--- src/rtl/nes_kbd_pad.sv ---
// NES joypad emulation fed by PS/2 make/break events.
// Presents the button state to the CPU through the standard strobe/serial-read port protocol.
module nes_kbd_pad #(
    parameter logic [7:0] KEY_A     = 8'h1A,
    parameter logic [7:0] KEY_B     = 8'h22,
    parameter logic [7:0] KEY_SEL   = 8'h59,
    parameter logic [7:0] KEY_START = 8'h5A,
    parameter logic [7:0] KEY_UP    = 8'h75,
    parameter logic [7:0] KEY_DOWN  = 8'h72,
    parameter logic [7:0] KEY_LEFT  = 8'h6B,
    parameter logic [7:0] KEY_RIGHT = 8'h74
) (
    input  logic       Clk,
    input  logic       reset_n,
    input  logic [7:0] keyCode,
    input  logic       press,
    input  logic       strobe_we,
    input  logic       strobe_d,
    input  logic       rd,
    output logic       data_out,
    output logic [7:0] buttons
);

    logic [8:0] r_prevEvt;
    logic [7:0] r_buttons;
    logic [7:0] r_shift;
    logic       r_strobe;
    logic       w_event;
    logic       w_shift;

    assign w_event = ({keyCode, press} != r_prevEvt);
    // A read that coincides with a strobe write must not consume a bit.
    assign w_shift = rd && !strobe_we;

    always_ff @(posedge Clk) begin
        if (!reset_n) begin
            r_prevEvt <= 9'd0;
            r_buttons <= 8'h00;
            r_strobe  <= 1'b0;
            r_shift   <= 8'hFF;
        end else begin
            r_prevEvt <= {keyCode, press};

            if (w_event) begin
                case (keyCode)
                    KEY_A:     r_buttons[0] <= press;
                    KEY_B:     r_buttons[1] <= press;
                    KEY_SEL:   r_buttons[2] <= press;
                    KEY_START: r_buttons[3] <= press;
                    KEY_UP:    r_buttons[4] <= press;
                    KEY_DOWN:  r_buttons[5] <= press;
                    KEY_LEFT:  r_buttons[6] <= press;
                    KEY_RIGHT: r_buttons[7] <= press;
                    default:   ;
                endcase
            end

            if (strobe_we) begin
                r_strobe <= strobe_d;
            end

            // Ones shift in from the top so reads past the eighth return 1.
            if (r_strobe) begin
                r_shift <= r_buttons;
            end else if (w_shift) begin
                r_shift <= {1'b1, r_shift[7:1]};
            end
        end
    end

    assign data_out = r_shift[0];
    assign buttons  = r_buttons;

endmodule

--- config.mk ---
export PLATFORM = sky130hd
export DESIGN_NAME = nes_kbd_pad
export DESIGN_NICKNAME = d
export VERILOG_FILES = /design/src/rtl/nes_kbd_pad.sv
export SDC_FILE = /design/constraint.sdc
export NUM_CORES = 1
export LEC_CHECK = 0
export ABC_AREA = 1
export CAP_MARGIN = 20
export CELL_PAD_IN_SITES_DETAIL_PLACEMENT = 1
export CELL_PAD_IN_SITES_GLOBAL_PLACEMENT = 2
export CORE_MARGIN = 5
export CORE_UTILIZATION = 28
export DETAILED_ROUTE_END_ITERATION = 10
export PLACE_DENSITY_LB_ADDON = 0.1
export SETUP_SLACK_MARGIN = 0.2
export SLEW_MARGIN = 20
export SYNTH_ARGS = -nofsm -noshare
export SYNTH_HDL_FRONTEND = slang
export SYNTH_SLANG_ARGS = --single-unit
--- constraint.sdc ---
create_clock -name Clk -period 1.7 [get_ports Clk]
set_input_delay 0.34 -clock Clk [delete_from_list [all_inputs] [get_ports Clk]]
set_output_delay 0.34 -clock Clk [all_outputs]
set_load 0.02 [all_outputs]
==> flow_summary.json, run 1 <==
{
  "relSlewSlack": 0.737,
  "synth_largest_area_cell": "dfxtp_1",
  "cp-startpoint": "keyCode[3]",
  "maxCapViolCount": 0,
  "yosys-top-cells-area": "dfxtp_1 42%, nand2_1 12%, inv_1 7.0%",
  "dp.final_hpwl_um": 2480,
  "fin_area_um2": 1730,
  "crit_chain": "clkdlybuf4s50_1 -> xnor2_1 -> nand3_2 -> nor2_4 -> nand2_4 -> a21oi_1 -> nor2_1",
  "cts.path.max_buffers": 2,
  "rows": 24,
  "reg2regPathDepth": 9,
  "synth-xor-area-share": 0.0354,
  "core_um2": 4320,
  "skew_ns": 0.00223,
  "layout-drive-gt1-share": 0.212,
  "finalSetupViolCount": 0,
  "critPathMaxStageDelay_ns": 0.52,
  "grt_setup_unrepaired": "true",
  "cp_slowest_cell": "clkdlybuf4s50_1",
  "via_count": 1209,
  "n_antenna_cell": 0,
  "worstSetupEndpointType": "flop",
  "grt_max_degree": 27,
  "synthDistinctLibCells": 25,
  "drt_iter0_drc": 55,
  "die_width_um": 76.5,
  "globalRouteOverflowTotal": 0,
  "final_cells": 260,
  "syn_inst": 173,
  "status": "complete, no violations",
  "cp_max_fo": 8,
  "cp-start-kind": "input pin",
  "portBuffers": 22,
  "syn_area_um2": 1240,
  "htreeDepth": 1,
  "grt_pass1_wl_um": 5390,
  "die_area_um2": 5850,
  "clock_latency_ns": 0.27,
  "syn-num-nets": 187,
  "dp.cells": 255,
  "ys_ff_latch": 26,
  "drv_slew": 0,
  "whs_ns": 0.405,
  "r2r_start": "r_prevEvt[7]$_SDFF_PN0_",
  "antenna_found_initial": 0,
  "synth_compound_area_frac": 0.122,
  "grtUsageTotal": 0.109,
  "floorplan.initialDensity": 0.286,
  "max_slew.worst_pin.slew_ns": 0.394,
  "route.detailed.drc": 0,
  "muxShareOfSynthArea": 0,
  "power_density_nw_per_um2": 812,
  "cp-endpoint": "buttons[6]$_SDFFE_PN0P_",
  "fmax_ghz": 0.691,
  "hp-class": "input pin to flop",
  "place_area_um2": 1610,
  "path_clk_slew_ns": 0.10,
  "nNetsFinal": 223,
  "hold_violations": 0,
  "period_share": 0.851,
  "cts_sinks": 26,
  "cts_made_buffers": 3,
  "vias_per_cell": 4.65,
  "ys_seq_area_frac": 0.421,
  "cts-root-buf": "clkbuf_8",
  "critPathKind": "input pin to flop",
  "drt_wl_total_um": 3310,
  "synthAdderAreaFrac": 0,
  "gp_congestion": 0.819,
  "yosysWarnings": 0,
  "crit_arrival_ns": 1.62,
  "avgSynthCellArea_um2": 7.15,
  "dr.pass1.iters": 4,
  "drtAntennaViolNets": 0,
  "grt_pass1_vias": 1236,
  "min_period_ns": 1.45,
  "synth-simple-area-share": 0.312,
  "ir_worst_vdd_v": 0.000431,
  "postCtsSetupBuffers": 0,
  "ios": 23,
  "r2r_slack_ns": 0.42,
  "dieHeight_um": 76.5,
  "areaGrowthSynthToFinish_pct": 40.0,
  "synth_top_cell_area_share": 0.421,
  "synth_top_family_by_area": "simple AND/OR/NAND/NOR gates",
  "cp_data_required_time_ns": 1.88,
  "r2r-end": "buttons[6]$_SDFFE_PN0P_",
  "cts_tree": "yes",
  "leakage_nw": 0.852,
  "wl_per_cell_um": 12.7
}
==> registers in the layout, indices dropped and copies added (netlist names) <==
register,flops
r_prevEvt,9
buttons,8
r_shift,8
r_strobe,1
==> kinds of logic after synthesis <==
logic type	after synthesis
AND/OR/NAND/NOR	85
AO/OA/AOI/OAI	24
flip-flops	26
buffers and inverters	33
XOR/XNOR	5
==> metrics by stage <==
step	setup TNS, ns	setup slack (ns)	utilization	power (mW)
finish	0	0.253	0.401	1.41
global route	0	0.188	0.401	1.47
CTS	0	0.207	0.391	1.42
detailed placement	-0.992	-0.171	0.372	0.888
global placement	-0.811	-0.164	0.372	0.879
floorplan	0	0.491	-	0.789
==> worst min-delay path by stage <==
stage | startpoint | depth (start not counted) | to | slack, ns
floorplan | press | 2 | r_prevEvt[0]$_SDFF_PN0_ | 0.43
global placement | r_shift[0]$_SDFFE_PN1P_ | 2 | r_shift[0]$_SDFFE_PN1P_ | 0.46
detailed placement | r_shift[0]$_SDFFE_PN1P_ | 2 | r_shift[0]$_SDFFE_PN1P_ | 0.48
CTS | keyCode[2] | 3 | r_prevEvt[3]$_SDFF_PN0_ | 0.47
global route | keyCode[5] | 3 | r_prevEvt[6]$_SDFF_PN0_ | 0.42
finish | keyCode[5] | 3 | r_prevEvt[6]$_SDFF_PN0_ | 0.40
==> worst max-delay path, delay by kind of cell <==
| kind | cells | cell delay (ns) |
|---|---|---|
| compound gates | 1 | 0.15 |
| xor+xnor | 1 | 0.15 |
| buf+inv | 1 | 0.52 |
| simple gates | 4 | 0.47 |
==> power breakdown <==
part           internal [mW]  leakage, nW  switching, mW
clock network          0.315       0.0357          0.214
registers              0.641        0.214         0.0136
logic                 0.0994        0.602          0.124
total                   1.06        0.852          0.352
==> placed cells by master, fill, tap and decap left out, drive strengths merged <==
cell type / n
inv: 27
nor2: 18
or2: 3
nor4: 1
clkbuf: 3
dfxtp: 26
clkdlybuf4s50: 8
o22ai: 1
bufinv: 1
o2111ai: 2
dlygate4sd2: 12
buf: 14
dlymetal6s2s: 2
o211ai: 9
nand2: 45
nor3: 5
nand4: 1
a21oi: 10
nand3: 13
o21ai: 2
xnor2: 5
==> cell type report <==
| cell class | instances | area (um2) |
|---|---|---|
| fillers | 547 | 2590 |
| multi-input cells | 115 | 647 |
| flip-flops and latches | 26 | 520 |
| repair buffers | 36 | 328 |
| inverters | 27 | 101 |
| well taps | 52 | 65.1 |
| clock buffers | 3 | 41.3 |
| clock inverters | 1 | 30.0 |
==> what timing repair did <==
action / CTS / global route
gates cloned: 0 / 1
resized for setup: 18 / 10
hold endpoints to repair: 0 / 0
hold buffers: 0 / 0
pin swaps: 0 / 2
endpoints found under the setup margin: 15 / 8
==> cells in the mapped netlist <==
cell / count
a21oi_1: 10
buf_4: 1
buf_6: 1
clkbuf_1: 4
dfxtp_1: 26
inv_1: 23
inv_2: 4
nand2_1: 40
nand2_2: 3
nand2_4: 1
nand3_1: 12
nand3_2: 1
nand4_1: 1
nor2_1: 15
nor2_2: 2
nor2_4: 1
nor3_1: 5
nor4_1: 1
o2111ai_1: 2
o211ai_1: 9
o21ai_0: 2
o22ai_1: 1
or2_1: 2
or2_2: 1
xnor2_1: 5
==> metal layers <==
metal | wire, um | track usage | vias to the layer above
met5 | 0 | 0 | -
met4 | 23 | 0.0367 | 0
met3 | 89 | 0.0307 | 2
met2 | 1570 | 0.189 | 12
met1 | 1620 | 0.129 | 573
li1 | - | - | 622
No activity file was read; power rests on OpenSTA's default activity.
==> inputs of run 2 (changes only) <==
--- a/config.mk
+++ b/config.mk
@@ -9,7 +9,6 @@
 export CAP_MARGIN = 20
 export CELL_PAD_IN_SITES_DETAIL_PLACEMENT = 1
 export CELL_PAD_IN_SITES_GLOBAL_PLACEMENT = 2
-export CORE_MARGIN = 5
 export CORE_UTILIZATION = 28
 export DETAILED_ROUTE_END_ITERATION = 10
 export PLACE_DENSITY_LB_ADDON = 0.1
==> flow_summary.json, run 2 (synthesis results as in run 1) <==
{
  "status": "complete, no violations",
  "n_antenna_cell": 0,
  "relSlewSlack": 0.743,
  "maxCapViolCount": 0,
  "nNetsFinal": 221,
  "regMostFlops": "r_prevEvt",
  "grtUsageTotal": 0.152,
  "dr.pass1.iters": 4,
  "final_common_cell": "nand2_1",
  "floorplan.initialDensity": 0.301,
  "portBuffers": 22,
  "grt_setup_unrepaired": "false",
  "hold_buffers": 0,
  "antenna_found_initial": 0,
  "drv_slew": 0,
  "hp-class": "input pin to flop",
  "path_clk_slew_ns": 0.09,
  "core_um2": 4120,
  "max_slew.worst_pin.slew_ns": 0.385,
  "hold_violations": 0,
  "cp_data_required_time_ns": 1.87,
  "drt_wl_total_um": 3190,
  "htreeDepth": 1,
  "fin_area_um2": 1720,
  "ir_worst_vdd_v": 0.000449,
  "skew_ns": 0.00122,
  "vias_per_cell": 4.70,
  "via_count": 1202,
  "rows": 23,
  "place_area_um2": 1590,
  "dieHeight_um": 68.5,
  "fillers": 517,
  "clock_latency_ns": 0.27,
  "route.detailed.drc": 0,
  "cts_made_buffers": 3,
  "die_width_um": 68.5,
  "fmax_ghz": 0.720,
  "power_density_nw_per_um2": 810,
  "worstSetupEndpointType": "flop",
  "cts_tree": "yes",
  "globalRouteOverflowTotal": 0,
  "cts.path.max_buffers": 2,
  "period_share": 0.817,
  "min_period_ns": 1.39,
  "grt_pass1_wl_um": 5310,
  "cts-root-buf": "clkbuf_8",
  "largest_reg_flops": 9,
  "cp-start-kind": "input pin",
  "die_area_um2": 4690,
  "critPathKind": "input pin to flop",
  "worstHoldPathCells": 4,
  "finalSetupViolCount": 0,
  "drtAntennaViolNets": 0,
  "leakage_nw": 0.861,
  "fin_tns_setup_ns": 0,
  "cp_max_fo": 8,
  "drt_iter0_drc": 50,
  "ios": 23,
  "areaGrowthSynthToFinish_pct": 39.1,
  "reg2regPathDepth": 9,
  "grt_pass1_vias": 1196,
  "layout-drive-gt1-share": 0.214,
  "final_cell_mix": "39 x nand2_1, 26 x dfxtp_1, 21 x inv_1",
  "crit_arrival_ns": 1.56,
  "wl_per_cell_um": 12.5,
  "cts_sinks": 26,
  "grt_max_degree": 27,
  "dp.final_hpwl_um": 2330,
  "gp_congestion": 0.764
}
run 2: changes by cell type in the layout (fill, tap and decap cells not counted):
cell and delta:
clkdlybuf4s50_1 -3, nor2_2 -1, dlygate4sd2_1 +1, inv_1 -2
nand2_1 -1, nand2_2 +1, buf_4 -2, nor2_4 +1
nor3_1 +1, dlymetal6s2s_1 +2, nor3_2 -1, inv_2 +2
run 2: timing repair:
action / 4_1_cts / 5_1_grt
hold endpoints to repair: 0 / 0
setup buffers: 0 / 0
setup endpoints to repair: 14 / 14
pin swaps: 1 / 6
cloned: 0 / 1
resized for setup: 18 / 16
run 2: worst paths after layout:
| kind | start | endpoint | slack (ns) |
|---|---|---|---|
| max | press | buttons[1]$_SDFFE_PN0P_ | 0.31 |
| min | keyCode[4] | r_prevEvt[5]$_SDFF_PN0_ | 0.40 |
| max reg2reg | r_prevEvt[7]$_SDFF_PN0_ | buttons[1]$_SDFFE_PN0P_ | 0.35 |
| min reg2reg | r_shift[7]$_SDFFE_PN1P_ | r_shift[7]$_SDFFE_PN1P_ | 0.49 |
run 2: per-stage QoR:
stage	cells	worst slack [ns]	utilization	hold slack, ns	power, mW
2_1_floorplan	173	0.491	-	0.433	0.789
3_3_place_gp	251	-0.149	0.386	0.458	0.875
3_5_place_dp	251	-0.175	0.386	0.467	0.883
4_1_cts	255	0.206	0.404	0.461	1.41
5_1_grt	256	0.207	0.418	0.418	1.48
6_report	256	0.311	0.418	0.404	1.39
run 2: cell type report:
type | instances | area, um2 | area share
clock buffer | 3 | 41.3 | 0.0240
clock inverter | 1 | 30.0 | 0.0174
inverter | 27 | 101 | 0.0589
multi-input combinational | 115 | 649 | 0.377
sequential | 26 | 520 | 0.302
tap | 50 | 62.6 | 0.0363
timing repair buffer | 34 | 317 | 0.184
run 2: power by group:
group          internal, mW  total [mW]  switching [mW]
Sequential            0.641       0.654          0.0135
Clock                 0.315       0.521           0.206
Combinational        0.0959       0.219           0.123
run 2: critical path, cell delays in order:
cell             delay (ns)
clkdlybuf4s50_1        0.49
xnor2_1                0.12
nand2_1                0.10
nor2_4                 0.17
nand2_4                0.12
a21oi_1                0.16
nor2_1                 0.06
run 2: metal layers:
metal / routed length, um / global-route usage / share of wire
met5: 0 / 0 / 0
met4: 34 / 0.0469 / 0.011
met3: 62 / 0.0250 / 0.019
met2: 1570 / 0.263 / 0.49
met1: 1520 / 0.191 / 0.48
==> inputs of run 3 (changes only) <==
==> constraint.sdc (replaced) <==
create_clock -name Clk -period 1.3 [get_ports Clk]
set_input_delay 0.26 -clock Clk [delete_from_list [all_inputs] [get_ports Clk]]
set_output_delay 0.26 -clock Clk [all_outputs]
set_load 0.02 [all_outputs]
==> flow_summary.json, run 3 (synthesis results as in run 1) <==
{
  "hp-start": "keyCode[3]",
  "fillers": 524,
  "n_antenna_cell": 0,
  "cp_max_fo": 8,
  "gp_congestion": 0.777,
  "nNetsFinal": 239,
  "hold_violations": 0,
  "grt_pass1_vias": 1303,
  "route.detailed.drc": 0,
  "critPathMaxStageDelay_ns": 0.33,
  "dp.final_hpwl_um": 2630,
  "finalSetupViolCount": 0,
  "relSlewSlack": 0.803,
  "grtUsageTotal": 0.173,
  "dieHeight_um": 68.5,
  "drtAntennaViolNets": 0,
  "cp_slowest_cell": "dlygate4sd2_1",
  "path_clk_slew_ns": 0.09,
  "dpl_worst_slack_ns": -0.533,
  "rows": 23,
  "cts-root-buf": "clkbuf_8",
  "min_period_ns": 1.24,
  "largest_reg_flops": 9,
  "drt_wl_total_um": 3540,
  "status": "complete, no violations",
  "vias_per_cell": 4.61,
  "hold_buffers": 0,
  "clock_latency_ns": 0.27,
  "drv_slew": 0,
  "drt-met1-wl_um": 1380,
  "final_common_cell": "nand2_1",
  "final_cell_mix": "38 x nand2_1, 27 x buf_4, 21 x dfxtp_1",
  "globalRouteOverflowTotal": 0,
  "wl_per_cell_um": 13.0,
  "hp-class": "input pin to flop",
  "dr.pass1.iters": 3,
  "r2r_start": "r_prevEvt[7]$_SDFF_PN0_",
  "ir_worst_vdd_v": 0.000411,
  "grt_max_degree": 17,
  "power_density_nw_per_um2": 876,
  "crit_arrival_ns": 1.46,
  "max_slew.worst_pin.slew_ns": 0.294,
  "dr_wl_met2_um": 2010,
  "drt_iter0_drc": 17,
  "cts_made_buffers": 3,
  "fmax_ghz": 0.806,
  "skew_ns": 0.00258,
  "die_width_um": 68.5,
  "cts.path.max_buffers": 2,
  "r2r_slack_ns": 0.06,
  "via_count": 1259,
  "cp_data_required_time_ns": 1.52,
  "timing.final.ws_setup_ns": 0.0586,
  "cts_sinks": 26,
  "floorplan.initialDensity": 0.301,
  "ios": 23,
  "leakage_nw": 0.902,
  "cts_tree": "yes",
  "htreeDepth": 1,
  "r2r-end": "buttons[4]$_SDFFE_PN0P_",
  "post-route-util": 0.454,
  "portBuffers": 22,
  "core_um2": 4120,
  "maxCapViolCount": 0,
  "grt_setup_unrepaired": "true",
  "reg2regPathDepth": 10,
  "areaGrowthSynthToFinish_pct": 51.0,
  "critPathKind": "input pin to flop",
  "worstSetupEndpointType": "flop",
  "cp-start-kind": "input pin",
  "grt_pass1_wl_um": 5910,
  "regMostFlops": "r_prevEvt",
  "period_share": 0.955,
  "routed.top_layer": "met4",
  "whs_endpoint": "r_prevEvt[4]$_SDFF_PN0_",
  "worstHoldPathCells": 3,
  "layout-drive-gt1-share": 0.417,
  "wl_met3_um": 101,
  "die_area_um2": 4690,
  "crit_chain": "dlygate4sd2_1 -> inv_2 -> nand2_1 -> nand2_2 -> nor2_2 -> nand2_2 -> nor2_4 -> nand2_4 -> nand3_1 -> nand2_1 -> nor2_1",
  "antenna_found_initial": 0
}
run 3: cell types whose count changed in the layout (fill, tap and decap cells not counted), moves of 4 or more:
cell / before / now
a21oi_1: 8 / 1
a21oi_2: 2 / 8
buf_2: 0 / 9
buf_4: 11 / 27
dfxtp_1: 26 / 21
dfxtp_2: 0 / 4
dlymetal6s2s_1: 4 / 0
nand3_1: 11 / 6
nand3_2: 2 / 7
run 3: report_power, final:
part | internal [mW] | switching [mW]
sequential | 0.839 | 0.0243
clock | 0.208 | 0.255
combinational | 0.135 | 0.176
run 3: per-layer routing:
metal  global-route usage  up-vias
li1                     -      649
met1                0.180      589
met2                0.342       17
met3               0.0267        4
met4               0.0625        0
met5                    0        -
run 3: critical path, delay by kind of cell:
kind          cells  cell delay, ns
buf+inv           2            0.40
simple gates      9            0.80
run 3: layout make-up:
type / instances / area, um2 / area share
multi-input combinational: 115 / 728 / 0.390
sequential: 26 / 529 / 0.283
timing repair buffer: 50 / 387 / 0.207
inverter: 27 / 105 / 0.0563
tap: 50 / 62.6 / 0.0335
clock buffer: 3 / 41.3 / 0.0221
timing repair inverter: 2 / 15.0 / 0.00804
run 3: what timing repair did:
item | CTS | global route
buffers inserted | 1 | 0
hold endpoints to repair | 0 | 0
gates resized for setup | 78 | 5
pin swaps | 17 | 6
endpoints found under the setup margin | 24 | 13
gates cloned | 3 | 0
run 3: how the worst max path moves through the flow:
stage               slack, ns                 endpoint               startpoint  cells after the start
floorplan                0.11  buttons[3]$_SDFFE_PN0P_  r_prevEvt[8]$_SDFF_PN0_                     10
global placement        -0.52  buttons[7]$_SDFFE_PN0P_               keyCode[6]                      8
detailed placement      -0.53  buttons[2]$_SDFFE_PN0P_               keyCode[3]                      9
CTS                      0.05  buttons[6]$_SDFFE_PN0P_  r_prevEvt[7]$_SDFF_PN0_                      9
global route            -0.05  buttons[4]$_SDFFE_PN0P_  r_prevEvt[7]$_SDFF_PN0_                     10
finish                   0.06  buttons[4]$_SDFFE_PN0P_               keyCode[7]                     11
run 3: per-stage QoR:
stage               instances  TNS [ns]  power [mW]  hold WS (ns)  instance area, um2
CTS                       273         0        1.67         0.324                1850
finish                    273         0        1.64         0.331                1870
global placement          266     -5.09        1.15         0.456                1730
global route              273    -0.183        1.73         0.362                1870
floorplan                 173         0        1.03         0.353                1270
detailed placement        266     -5.83        1.17         0.468                1730
